<file path="config.mk">
export PLATFORM = sky130hd
export DESIGN_NAME = cart_rom_mapper_flat
export DESIGN_NICKNAME = d
export VERILOG_FILES = /design/src/rtl/cart_rom_mapper_if.sv /design/src/rtl/cart_rom_mapper.sv /design/src/flat_wrapper.sv
export SDC_FILE = /design/constraint.sdc
export NUM_CORES = 1
export LEC_CHECK = 0
export ABC_AREA = 0
export BUFFER_PORTS_ARGS = -buffer_cell sky130_fd_sc_hd__buf_4
export CAP_MARGIN = 20
export CORE_MARGIN = 10
export CORE_UTILIZATION = 25
export CTS_BUF_LIST = sky130_fd_sc_hd__clkbuf_4 sky130_fd_sc_hd__clkbuf_8 sky130_fd_sc_hd__clkbuf_16
export DETAILED_ROUTE_END_ITERATION = 8
export HOLD_SLACK_MARGIN = 0.02
export MAX_ROUTING_LAYER = met4
export SLEW_MARGIN = 20
export SYNTH_ARGS = -nofsm -noshare
export SYNTH_HDL_FRONTEND = slang
export SYNTH_SLANG_ARGS = --single-unit
</file>
<file path="constraint.sdc">
create_clock -name clk -period 1.85 [get_ports clk]
set_input_delay 0.0925 -clock clk [delete_from_list [all_inputs] [get_ports clk]]
set_output_delay 0.0925 -clock clk [all_outputs]
set_load 0.005 [all_outputs]
</file>
<file path="src/rtl/cart_rom_mapper_if.sv">
// Bus bundle between the cartridge ROM mapper, the Z80 slot side and the memory arbiter.
//   cs, cpu_addr, cpu_din, cpu_rd, cpu_wr : CPU access (slot select, address, write data, strobes)
//   cpu_dout, cpu_wait                    : read data and wait request back to the CPU
//   mem_addr, mem_rd                      : read request toward the memory arbiter
//   mem_ack, mem_din                      : one-cycle acknowledge with read data
// The slave modport is the mapper; master is whatever drives the CPU and memory sides.
interface cart_rom_mapper_if;
    logic        cs;
    logic [15:0] cpu_addr;
    logic [7:0]  cpu_din;
    logic        cpu_rd;
    logic        cpu_wr;
    logic [7:0]  cpu_dout;
    logic        cpu_wait;
    logic [24:0] mem_addr;
    logic        mem_rd;
    logic        mem_ack;
    logic [7:0]  mem_din;

    modport slave (
        input  cs, cpu_addr, cpu_din, cpu_rd, cpu_wr, mem_ack, mem_din,
        output cpu_dout, cpu_wait, mem_addr, mem_rd
    );

    modport master (
        output cs, cpu_addr, cpu_din, cpu_rd, cpu_wr, mem_ack, mem_din,
        input  cpu_dout, cpu_wait, mem_addr, mem_rd
    );
endinterface

</file>
<file path="src/rtl/cart_rom_mapper.sv">
// Cartridge ROM mapper: turns slot-selected Z80 reads into external-memory byte addresses
// using the detected mapper type, plain-ROM offset and image size. Keeps the MegaROM bank
// registers (written by CPU writes) and runs a single-outstanding read toward memory,
// stalling the CPU with cpu_wait until the data is back.
// Ports:
//   clk, reset_n : clock, asynchronous active-low reset
//   rom_loading  : image download in progress; banks held at defaults, reads miss
//   mapper       : 0 unknown, 1 plain, 2 GameMaster2, 3 Konami, 4 SCC, 5 ASCII8, 6 ASCII16
//   offset       : plain-ROM start address in 4 KB units
//   rom_size     : image length in bytes
//   bus          : CPU and memory-arbiter signals (slave side)
module cart_rom_mapper #(
    parameter logic [24:0] BASE = 25'h0000000
) (
    input  logic                 clk,
    input  logic                 reset_n,
    input  logic                 rom_loading,
    input  logic [2:0]           mapper,
    input  logic [3:0]           offset,
    input  logic [24:0]          rom_size,
    cart_rom_mapper_if.slave     bus
);

    typedef enum logic [1:0] {StIdle, StRead, StDone} state_e;

    state_e          state_q, state_d;
    logic            rd_q, wr_q;
    logic [2:0]      mapper_q;
    logic [3:0][7:0] bank_q, bank_d;
    logic [7:0]      cpu_dout_q, cpu_dout_d;
    logic            mem_rd_q, mem_rd_d;
    logic [24:0]     mem_addr_q, mem_addr_d;

    logic            rd_edge, wr_edge, force_banks;
    logic [15:0]     plain_base, plain_lin;
    logic [1:0]      page8;
    logic            in_mega, valid, hit;
    logic [24:0]     lin, mask, xlat_addr;

    // Smallest all-ones mask covering x (x = rom_size - 1).
    function automatic logic [24:0] smear(input logic [24:0] x);
        logic [24:0] m;
        m = x;
        m = m | (m >> 1);
        m = m | (m >> 2);
        m = m | (m >> 4);
        m = m | (m >> 8);
        m = m | (m >> 16);
        return m;
    endfunction

    assign rd_edge     = bus.cs & bus.cpu_rd & ~rd_q;
    assign wr_edge     = bus.cs & bus.cpu_wr & ~wr_q;
    assign force_banks = rom_loading | (mapper != mapper_q);

    // Bank registers. A mapper change (including the first cycle after reset, since
    // mapper_q resets to 0) reloads the defaults for the new mapper.
    always_comb begin
        bank_d = bank_q;
        if (force_banks) begin
            if (mapper == 3'd5 || mapper == 3'd6) begin
                bank_d = {8'd0, 8'd0, 8'd0, 8'd0};
            end else begin
                bank_d = {8'd3, 8'd2, 8'd1, 8'd0};
            end
        end else if (wr_edge) begin
            case (mapper)
                3'd3: begin
                    case (bus.cpu_addr[15:13])
                        3'b011:  bank_d[1] = bus.cpu_din;
                        3'b100:  bank_d[2] = bus.cpu_din;
                        3'b101:  bank_d[3] = bus.cpu_din;
                        default: ;
                    endcase
                end
                3'd4: begin
                    case (bus.cpu_addr[15:11])
                        5'b01010: bank_d[0] = bus.cpu_din;
                        5'b01110: bank_d[1] = bus.cpu_din;
                        5'b10010: bank_d[2] = bus.cpu_din;
                        5'b10110: bank_d[3] = bus.cpu_din;
                        default:  ;
                    endcase
                end
                3'd5: begin
                    if (bus.cpu_addr[15:13] == 3'b011) begin
                        bank_d[bus.cpu_addr[12:11]] = bus.cpu_din;
                    end
                end
                3'd6: begin
                    case (bus.cpu_addr[15:11])
                        5'b01100: bank_d[0] = bus.cpu_din;
                        5'b01110: bank_d[1] = bus.cpu_din;
                        default:  ;
                    endcase
                end
                default: ;
            endcase
        end
    end

    // Address translation from the current (pre-write) bank values.
    always_comb begin
        plain_base = {offset, 12'h000};
        plain_lin  = bus.cpu_addr - plain_base;
        page8      = bus.cpu_addr[14:13] ^ 2'b10;
        in_mega    = (bus.cpu_addr[15:14] == 2'b01) || (bus.cpu_addr[15:14] == 2'b10);
        lin        = '0;
        valid      = 1'b0;
        case (mapper)
            3'd1: begin
                lin   = {9'd0, plain_lin};
                valid = (bus.cpu_addr >= plain_base) && ({9'd0, plain_lin} < rom_size);
            end
            3'd3, 3'd4, 3'd5: begin
                lin   = {4'd0, bank_q[page8], bus.cpu_addr[12:0]};
                valid = in_mega;
            end
            3'd6: begin
                lin   = {3'd0, bank_q[{1'b0, bus.cpu_addr[15]}], bus.cpu_addr[13:0]};
                valid = in_mega;
            end
            default: ;
        endcase
        mask      = (rom_size == '0) ? '0 : smear(rom_size - 25'd1);
        hit       = valid & ~rom_loading;
        xlat_addr = BASE + (lin & mask);
    end

    always_comb begin
        state_d    = state_q;
        cpu_dout_d = cpu_dout_q;
        mem_rd_d   = mem_rd_q;
        mem_addr_d = mem_addr_q;
        unique case (state_q)
            StIdle: begin
                if (rd_edge) begin
                    if (hit) begin
                        state_d    = StRead;
                        mem_rd_d   = 1'b1;
                        mem_addr_d = xlat_addr;
                    end else begin
                        state_d    = StDone;
                        cpu_dout_d = 8'hFF;
                    end
                end
            end
            StRead: begin
                if (rom_loading) begin
                    state_d    = StDone;
                    mem_rd_d   = 1'b0;
                    cpu_dout_d = 8'hFF;
                end else if (bus.mem_ack) begin
                    state_d    = StDone;
                    mem_rd_d   = 1'b0;
                    cpu_dout_d = bus.mem_din;
                end
            end
            StDone: begin
                if (!bus.cpu_rd || !bus.cs) begin
                    state_d = StIdle;
                end
            end
            default: state_d = StIdle;
        endcase
    end

    always_ff @(posedge clk or negedge reset_n) begin
        if (!reset_n) begin
            state_q    <= StIdle;
            rd_q       <= 1'b0;
            wr_q       <= 1'b0;
            mapper_q   <= 3'd0;
            bank_q     <= {8'd3, 8'd2, 8'd1, 8'd0};
            cpu_dout_q <= 8'hFF;
            mem_rd_q   <= 1'b0;
            mem_addr_q <= '0;
        end else begin
            state_q    <= state_d;
            rd_q       <= bus.cpu_rd;
            wr_q       <= bus.cpu_wr;
            mapper_q   <= mapper;
            bank_q     <= bank_d;
            cpu_dout_q <= cpu_dout_d;
            mem_rd_q   <= mem_rd_d;
            mem_addr_q <= mem_addr_d;
        end
    end

    assign bus.cpu_dout = cpu_dout_q;
    assign bus.mem_rd   = mem_rd_q;
    assign bus.mem_addr = mem_addr_q;
    assign bus.cpu_wait = bus.cs & bus.cpu_rd & (state_q != StDone);

endmodule

</file>
<file path="src/flat_wrapper.sv">
// flat-port wrapper written by rule: the top's interface ports become plain ports
module cart_rom_mapper_flat 
#(
    parameter logic [24:0] BASE = 25'h0000000
)
  (clk, reset_n, rom_loading, mapper, offset, rom_size, bus_cs, bus_cpu_addr, bus_cpu_din, bus_cpu_rd, bus_cpu_wr, bus_mem_ack, bus_mem_din, bus_cpu_dout, bus_cpu_wait, bus_mem_addr, bus_mem_rd);
  cart_rom_mapper_if bus_i ();
  input  logic clk;
  input  logic reset_n;
  input  logic rom_loading;
  input  logic [2:0] mapper;
  input  logic [3:0] offset;
  input  logic [24:0] rom_size;
  input wire logic [$bits(bus_i.cs)-1:0] bus_cs;
  input wire logic [$bits(bus_i.cpu_addr)-1:0] bus_cpu_addr;
  input wire logic [$bits(bus_i.cpu_din)-1:0] bus_cpu_din;
  input wire logic [$bits(bus_i.cpu_rd)-1:0] bus_cpu_rd;
  input wire logic [$bits(bus_i.cpu_wr)-1:0] bus_cpu_wr;
  input wire logic [$bits(bus_i.mem_ack)-1:0] bus_mem_ack;
  input wire logic [$bits(bus_i.mem_din)-1:0] bus_mem_din;
  output wire logic [$bits(bus_i.cpu_dout)-1:0] bus_cpu_dout;
  output wire logic [$bits(bus_i.cpu_wait)-1:0] bus_cpu_wait;
  output wire logic [$bits(bus_i.mem_addr)-1:0] bus_mem_addr;
  output wire logic [$bits(bus_i.mem_rd)-1:0] bus_mem_rd;
  assign bus_i.cs = bus_cs;
  assign bus_i.cpu_addr = bus_cpu_addr;
  assign bus_i.cpu_din = bus_cpu_din;
  assign bus_i.cpu_rd = bus_cpu_rd;
  assign bus_i.cpu_wr = bus_cpu_wr;
  assign bus_i.mem_ack = bus_mem_ack;
  assign bus_i.mem_din = bus_mem_din;
  assign bus_cpu_dout = bus_i.cpu_dout;
  assign bus_cpu_wait = bus_i.cpu_wait;
  assign bus_mem_addr = bus_i.mem_addr;
  assign bus_mem_rd = bus_i.mem_rd;
  cart_rom_mapper #(.BASE(BASE)) u_core (.clk(clk), .reset_n(reset_n), .rom_loading(rom_loading), .mapper(mapper), .offset(offset), .rom_size(rom_size), .bus(bus_i));
endmodule
</file>
## Word level (Yosys, flattened, before mapping)

Index checks and enable logic that the tools add are counted.

- Add/sub/neg operators: 2
- Multipliers: 0
- Div/mod/pow operators: 0
- Order comparisons: 6
- Eq/ne operators: 33
- Shifts and indexed selects: 0
- Muxes and demuxes: 41
- Bitwise logic cells: 17
- Reductions and logical operators: 25

Operators by type and width:

| operator | count |
|---|---|
| 8-bit 2-to-1 mux | 16 |
| 32-bit 2-to-1 mux | 3 |
| 22-bit case mux with 3 select lines | 1 |
| 16-bit case mux with 3 select lines | 1 |
| 8-bit case mux with 3 select lines | 2 |
| 32-bit bitwise mux | 1 |
| 26-bit 2-to-1 mux | 1 |
| 22-bit by 25-bit bitwise AND with 25-bit output | 1 |
| 25-bit logical NOT | 1 |
| 16-bit by 25-bit < comparator with 1-bit output | 1 |
| 25-bit 2-to-1 mux | 1 |
| 25-bit by 17-bit bitwise OR with 25-bit output | 1 |
| 25-bit by 21-bit bitwise OR with 25-bit output | 1 |
| 25-bit by 23-bit bitwise OR with 25-bit output | 1 |
| 25-bit by 24-bit bitwise OR with 25-bit output | 1 |
| 25-bit by 9-bit bitwise OR with 25-bit output | 1 |
| 25-bit by 1-bit subtractor with 25-bit output, second input constant | 1 |
| 3-bit by 2-bit inequality test with 1-bit output, second input constant | 7 |
| 5-bit AND reduction | 4 |
| 8-bit binary-select mux with 2-bit select | 1 |
| 8-bit demux with 2-bit select | 1 |
| 16-bit >= comparator | 1 |
| 8-bit case mux with 2 select lines | 1 |
| 16-bit subtractor | 1 |
| 33 further kinds | 73 |

- Register bits after elaboration: 73
- Latch bits: 0
- Memory bits (writable): 0
- ROM bits: 0
- Bits of input ports: 71
- Output and inout bits: 35
- Word-level logic and storage cells: 135
- Memories: 0

## Logic depth before layout (Yosys ltp)

Gate-level depths: netlist of run 1.

- Depth in word-level cells: 9
- Mapped depth: 16

## Worst setup path after synthesis of run 1

OpenSTA, ideal clock, no wires.

- Path type: input-to-reg
- From: input offset[1]
- To: register u_core.mem_addr_q[16] (netlist: u_core.bus.mem_addr[16])
- Library setup time: 0.122 ns
- Arrival time: 2.527 ns
- Required time: 1.728 ns
- Setup slack: -0.799 ns
- Stages: 15
- Path through: inv_1 -> ha_1 -> nor2b_1 -> o21ai_0 -> nor3b_1 -> nor2_1 -> ha_1 -> a21oi_1 -> o2111ai_1 -> o21a_1 -> buf_6 -> or2_1 -> buf_6 -> buf_6 -> a32o_1

- Cells in the longest elaborated chain, start to end: 6
- Elaborated cells on any way between the ends: 7
- Those cells by class: add/sub (1); order compare (2); mux (1); bitwise (1); reduce/logical (2)

RTL lines:

| item | line | source |
|---|---|---|
| start: declaration | flat_wrapper.sv:12 | `input logic [3:0] offset;` |
| 16-bit subtractor | cart_rom_mapper.sv:105 | `plain_lin = bus.cpu_addr - plain_base;` |
| 16-bit by 25-bit < comparator with 1-bit output | cart_rom_mapper.sv:113 | `valid = (bus.cpu_addr >= plain_base) && ({9'd0, plain_lin} < rom_size);` |
| 1-bit logical AND (*) | cart_rom_mapper.sv:113 |  |
| 1-bit case mux with 2 select lines (*) | cart_rom_mapper.sv:110 | `case (mapper)` |
| 1-bit bitwise AND (*) | cart_rom_mapper.sv:126 | `hit = valid & ~rom_loading;` |
| 3-bit AND reduction (no line) (*) | n/a |  |
| end signal: assignment | cart_rom_mapper.sv:186 | `mem_addr_q <= mem_addr_d;` |
| end: declaration | cart_rom_mapper.sv:32 | `logic [24:0] mem_addr_q, mem_addr_d;` |

Mark *: on every way between the ends. The rest lies on a longest branch, timed or not.
A chain may end at the register's enable or synchronous reset.

## Worst setup path in the final report of run 1

- From: input offset[1]
- To: register u_core.mem_addr_q[5] (netlist: u_core.bus.mem_addr[5])

Same word-level chain as after synthesis.

==> out/qor.txt, run 1 <==
max cap viols - 0
worst skew pair latency - 0.33 ns
period utilization - 1.245
Final Max Slew Viols - 0
setup violators final - 33
Place WS - -0.9654 ns
Initial Utilization - 0.2527
crit start category - input port
via/cell ratio - 4.843
hpwl dp - 15260 um
io pins - 106
Synth Register Bits - 70
routed wire length - 18940 um
PnR worst setup slack - -0.4530 ns
port bufs - 102
Netlist cell types - 78
P&R area growth vs syn - 57.94%
row count - 52
first-pass iteration count of the detailed router - 5
ant diodes - 0
Syn. warnings - 0
Power Dens Cells - 587.0 mW/mm^2
Worst Path Arrival - 2.54 ns
Tot Pwr - 4.711 mW
post-place instance area - 0.007272 sq mm
final hold slack - 0.02892 ns
Die W - 162.6 um
most common cell after layout, fill and taps aside - buf_4
Cells after DPL - 1067
final critical-path required period - 2.303 ns
non-filler cells, final - 1098
CP Capture Type - flip-flop
layout net count - 916
Post-CTS Setup Bufs - 0
core box area - 0.02010 sq mm
Post-synth EDFFs - 0
number of routed nets with antenna violations - 0
TritonCTS Buffers - 9
Worst slew margin - 0.6216
layout cell share with drive strength beyond 1 - 0.4263
status - finished with violations
cell count after synthesis - 572
vias in the first global route - 5434
achievable frequency - 434.2 MHz
vias post-DR - 5318
DR DRC count - 0
FFs w/ async S/R, synth - 1.000
GP Congestion - 0.9232
failing checks - setup timing
Worst-path clk slew - 0.06 ns
Fin Clk Skew - 0.008259 ns
Hold Fails Final Rpt - 0
first-pass GRT wire length - 29360 um
CTS Buffer Depth - 2
Tot GR Track Use - 0.1428
design area - 0.008025 sq mm
routed length per instance - 17.25 um
CP Data Required Time - 2.09 ns
most frequent cells in the layout - buf_4 (248), nand2_1 (64), dfrtp_1 (58), nor2_1 (41), inv_1 (31)
Synth Area per Inst - 8.883 sq um
DIE HEIGHT - 162.6 um
Root Driver - clkbuf_16
Overflow after GRT - 0
CTS tree - built
Lkg Pwr - 3.548 nW
CTS sink cnt - 70
die area - 0.02643 sq mm
largest net degree at the start of global routing - 33
Synth Flop Type - dfrtp_1
worst min-delay path category - input port to flip-flop
part of the Yosys area used for sequential elements - 0.3477
DR iter-0 viols - 382
H-tree depth - 3
antenna violations before repair - 0
VDD IR-drop max - 0.5187 mV
crit-path max FO - 7
RSZ-0062 raised after global routing - yes
Crit Path Category - input port to flip-flop
Post-Synthesis Cell Area - 0.005081 sq mm
worst slew pin tran - 0.5642 ns
timing repair:
| action | CTS | global route |
|---|---|---|
| endpoints found under the setup margin | 34 | 33 |
| cloned | 1 | 1 |
| hold buffers | 13 | 0 |
| hold endpoints to repair | 34 | 0 |
| gates resized for setup | 29 | 30 |
| pin swaps | 21 | 22 |
stage by stage:
stage / utilization / setup TNS (ns)
after global routing: 0.3992 / -15.72
final: 0.3992 / -13.15
after floorplan: - / -16.32
after detailed placement: 0.3617 / -30.86
after CTS: 0.3897 / -13.50
after global placement: 0.3617 / -27.85
routing by layer:
layer	vias up	share of wire	GRT usage
met4	0	0.015	0.02869
met1	2530	0.44	0.1791
met2	153	0.48	0.2310
met5	-	0	-
li1	2613	-	-
met3	22	0.061	0.03311
cells by family (layout without fill, tap and decap cells):
kind of cell | Yosys count | after routing | share of synthesized area
other cells | 1 | 3 | 0.0007380
xor+xnor | 13 | 13 | 0.02241
buf+inv | 68 | 322 | 0.05861
fa+ha+maj | 22 | 22 | 0.05565
simple gates | 213 | 213 | 0.2162
flops | 70 | 70 | 0.3477
mux | 41 | 41 | 0.1024
compound gates | 144 | 144 | 0.1963
where the power goes:
part           internal (mW)  switching [mW]
sequential              1.64          0.0572
combinational          0.665           0.597
clock                   1.12           0.631
cell usage after synthesis, types with 11 or more instances:
cell type,count,area [sq um]
o31ai_1,11,82.58
inv_1,34,127.6
dfstp_2,12,315.3
nor2_1,42,157.7
nand4_1,13,81.33
nand3_1,23,115.1
ha_1,21,262.8
nor3_1,15,75.07
clkbuf_1,22,82.58
a21oi_1,24,120.1
nor4_1,12,75.07
nand2_1,64,240.2
mux2i_1,25,250.2
o21ai_0,28,140.1
dfrtp_1,58,1451
layout make-up:
cell class              count  area [sq um]
fillers                  1976         12080
multi-input cells         436          3313
repair buffers            272          2156
flip-flops and latches     70          1767
well taps                 270         337.8
clock buffers              12         260.3
inverters                  34         146.4
clock inverters             4         45.04
worst max-delay path: stages:
cell and delay (ns):
buf_12 0.11, inv_16 0.04, ha_4 0.18, nor2b_4 0.12, o21ai_2 0.17, nor3b_4 0.24
nor2_2 0.08, ha_4 0.25, a21oi_2 0.15, o2111ai_2 0.14, o21a_4 0.28, or2_4 0.27
buf_12 0.15, o31ai_2 0.24
sequential cells by signal, summed over array words and instances (netlist names):
| signal | cells |
|---|---|
| u_core.mapper_q | 3 |
| u_core.bus.mem_addr | 22 |
| u_core.wr_q | 1 |
| u_core.state_q | 2 |
| u_core.bus.cpu_dout | 8 |
| u_core.bus.mem_rd | 1 |
| u_core.bank_q | 32 |
| u_core.rd_q | 1 |
worst paths after layout:
check	startpoint	slack, ns	cells past startpoint	endpoint
setup reg to reg	u_core.bank_q[18]	0.01	7	u_core.bus.mem_addr[15]
hold reg to reg	u_core.bank_q[16]	0.48	2	u_core.bank_q[16]
hold / removal	bus_cs	0.03	2	u_core.state_q[1]
setup / recovery	offset[1]	-0.45	14	u_core.bus.mem_addr[5]
min in group asynchronous	reset_n	0.25	2	u_core.bus.mem_addr[6]
max in group asynchronous	reset_n	1.02	3	u_core.bank_q[25]
No activity file was read; power rests on OpenSTA's default activity.
==> inputs of run 2 (changes only) <==
--- a/config.mk
+++ b/config.mk
@@ -12,7 +12,7 @@
 export CORE_UTILIZATION = 25
 export CTS_BUF_LIST = sky130_fd_sc_hd__clkbuf_4 sky130_fd_sc_hd__clkbuf_8 sky130_fd_sc_hd__clkbuf_16
 export DETAILED_ROUTE_END_ITERATION = 8
-export HOLD_SLACK_MARGIN = 0.02
+export HOLD_SLACK_MARGIN = 0.05
 export MAX_ROUTING_LAYER = met4
 export SLEW_MARGIN = 20
 export SYNTH_ARGS = -nofsm -noshare
==> run 2 against run 1 <==
  * The flow still finishes with violations (setup timing)
  * Design area rose by 1.1%
  * Count of clock-buffer cells in the layout unchanged
  * Routed wire length about the same
  * Cell count up 0.82%
  * Die area stayed put
  * First-iteration DRC count decreased by 9.2%
  * Sequential share of layout area shrank 0.24 points
  * Clock skew about the same
  * Sequential power about the same
  * Flip-flop and latch count unchanged
  * Hold slack better by 0.025 ns
  * Via count is 0.83% higher
  * Largest power group unchanged
  * Highest routed layer unchanged
==> out/qor.txt, run 2 (synthesis gave the netlist of run 1 again) <==
PnR worst setup slack - -0.4534 ns (-0.0004320 ns)
number of routed nets with antenna violations - 0 (unchanged)
Finished Core Util - 0.4037 (+0.004481)
Reg2Reg Depth - 7 (unchanged)
non-filler cells, final - 1107 (+0.82%)
achievable frequency - 434.1 MHz (about the same)
Die W - 162.6 um (unchanged)
Post-CTS Setup Bufs - 0 (unchanged)
worst min-delay path category - input port to flip-flop
total area of sequential cells - 0.001767 sq mm (unchanged)
row count - 52 (unchanged)
Worst slew margin - 0.6179 (-0.003650)
max cap viols - 0 (unchanged)
Initial Utilization - 0.2527 (unchanged)
failing checks - setup timing
crit start category - input port
die area - 0.02643 sq mm (unchanged)
final critical-path required period - 2.303 ns (+0.0004320 ns)
core box area - 0.02010 sq mm (unchanged)
ant diodes - 0 (unchanged)
worst slew pin tran - 0.5731 ns (+0.008880 ns)
Layout fillers - 1969 (-0.35%)
Multi-input gate area - 0.003313 sq mm (unchanged)
io pins - 106 (unchanged)
routed length per instance - 17.11 um (-0.85%)
first-pass iteration count of the detailed router - 5 (unchanged)
Final Max Slew Viols - 0 (unchanged)
final setup TNS - -12.65 ns (+0.4954 ns)
Overflow after GRT - 0 (unchanged)
VDD IR-drop max - 0.5205 mV (+0.34%)
hpwl dp - 15260 um (unchanged)
routed wire length - 18940 um (about the same)
CTS tree - built
worst hold stages - 2 (unchanged)
worst skew pair latency - 0.33 ns (about the same)
H-tree depth - 3 (unchanged)
layout cell share with drive strength beyond 1 - 0.4217 (-0.004584)
crit-path max FO - 7 (unchanged)
most frequent cells in the layout - buf_4 (248), nand2_1 (64), dfrtp_1 (58), nor2_1 (41), inv_1 (31)
max reg flops - 32 (unchanged)
Fin Clk Skew - 0.008267 ns (+0.000008100 ns)
P&R area growth vs syn - 59.71%
status - finished with violations
layout net count - 925 (+0.98%)
most common cell after layout, fill and taps aside - buf_4
Worst-path clk slew - 0.05 ns (about the same)
first-pass GRT wire length - 29500 um (+0.47%)
Cells after DPL - 1067 (unchanged)
port bufs - 102 (unchanged)
vias in the first global route - 5485 (+0.94%)
setup violators final - 33 (unchanged)
Crit Path Category - input port to flip-flop
RSZ-0062 raised after global routing - yes
CP Data Required Time - 2.09 ns (about the same)
DR iter-0 viols - 347 (-9.2%)
Worst Path Arrival - 2.54 ns (about the same)
DR DRC count - 0 (unchanged)
Reg with most FFs - u_core.bank_q
Tot GR Track Use - 0.1432 (+0.0003814)
vias post-DR - 5362 (+0.83%)
CP Capture Type - flip-flop
Root Driver - clkbuf_16
GP Congestion - 0.9232 (unchanged)
final hold slack - 0.05398 ns (+0.02506 ns)
period utilization - 1.245 (about the same)
Hold Fails Final Rpt - 0 (unchanged)
Lkg Pwr - 3.585 nW (+1.1%)
CTS Buffer Depth - 2 (unchanged)
DIE HEIGHT - 162.6 um (unchanged)
antenna violations before repair - 0 (unchanged)
TritonCTS Buffers - 9 (unchanged)
CTS sink cnt - 70 (unchanged)
Power Dens Cells - 582.3 mW/mm^2 (-0.81%)
largest net degree at the start of global routing - 33 (unchanged)
via/cell ratio - 4.844 (about the same)
[run 2: path summary, 6_finish.rpt]
path / start / endpoint / slack, ns
min in group asynchronous: reset_n / u_core.bus.mem_addr[6] / 0.25
max reg2reg: u_core.bank_q[18] / u_core.bus.mem_addr[15] / 0.01
max in group asynchronous: reset_n / u_core.bank_q[25] / 1.02
min: rom_loading / u_core.state_q[0] / 0.05
min reg2reg: u_core.bank_q[22] / u_core.bank_q[22] / 0.48
max: offset[1] / u_core.bus.mem_addr[5] / -0.45
[run 2: layout make-up]
| cell class | instances | share of cell area |
|---|---|---|
| multi-input combinational | 436 | 0.4083 |
| timing repair buffer | 281 | 0.2767 |
| sequential | 70 | 0.2177 |
| tap | 270 | 0.04163 |
| clock buffer | 12 | 0.03207 |
| inverter | 34 | 0.01804 |
| clock inverter | 4 | 0.005550 |
[run 2: report_power, final]
part           leakage, nW  switching [mW]  internal (mW)
combinational         2.51           0.600          0.678
sequential           0.915          0.0573           1.64
clock                0.156           0.630           1.12
total                 3.59            1.29           3.44
[run 2: critical path: stages]
cell,delay [ns]
buf_12,0.11
inv_16,0.04
ha_4,0.18
nor2b_4,0.12
o21ai_2,0.17
nor3b_4,0.24
nor2_2,0.08
ha_4,0.25
a21oi_2,0.15
o2111ai_2,0.14
o21a_4,0.28
or2_4,0.27
buf_12,0.15
o31ai_2,0.24
[run 2: repair_timing]
action,CTS,global route
gates cloned,1,1
hold buffers,22,0
endpoints found under the setup margin,34,33
endpoints found under the hold margin,67,0
pin swaps,21,22
resized for setup,29,30
[run 2: per-stage QoR]
stage | power [mW] | cell area, sq um | worst slack, ns
floorplan | 2.172 | 5161 | -0.5905
global placement | 2.844 | 7272 | -0.8984
detailed placement | 2.856 | 7272 | -0.9654
CTS | 4.706 | 7924 | -0.4442
global route | 4.981 | 8115 | -0.5582
finish | 4.725 | 8115 | -0.4534
[run 2: metal layers]
metal / vias to the layer above / wire length, um / track usage
met2: 146 / 9174 / 0.2317
li1: 2634 / - / -
met3: 19 / 1059 / 0.03160
met4: 0 / 238 / 0.02869
met5: - / 0 / -
met1: 2563 / 8463 / 0.1804
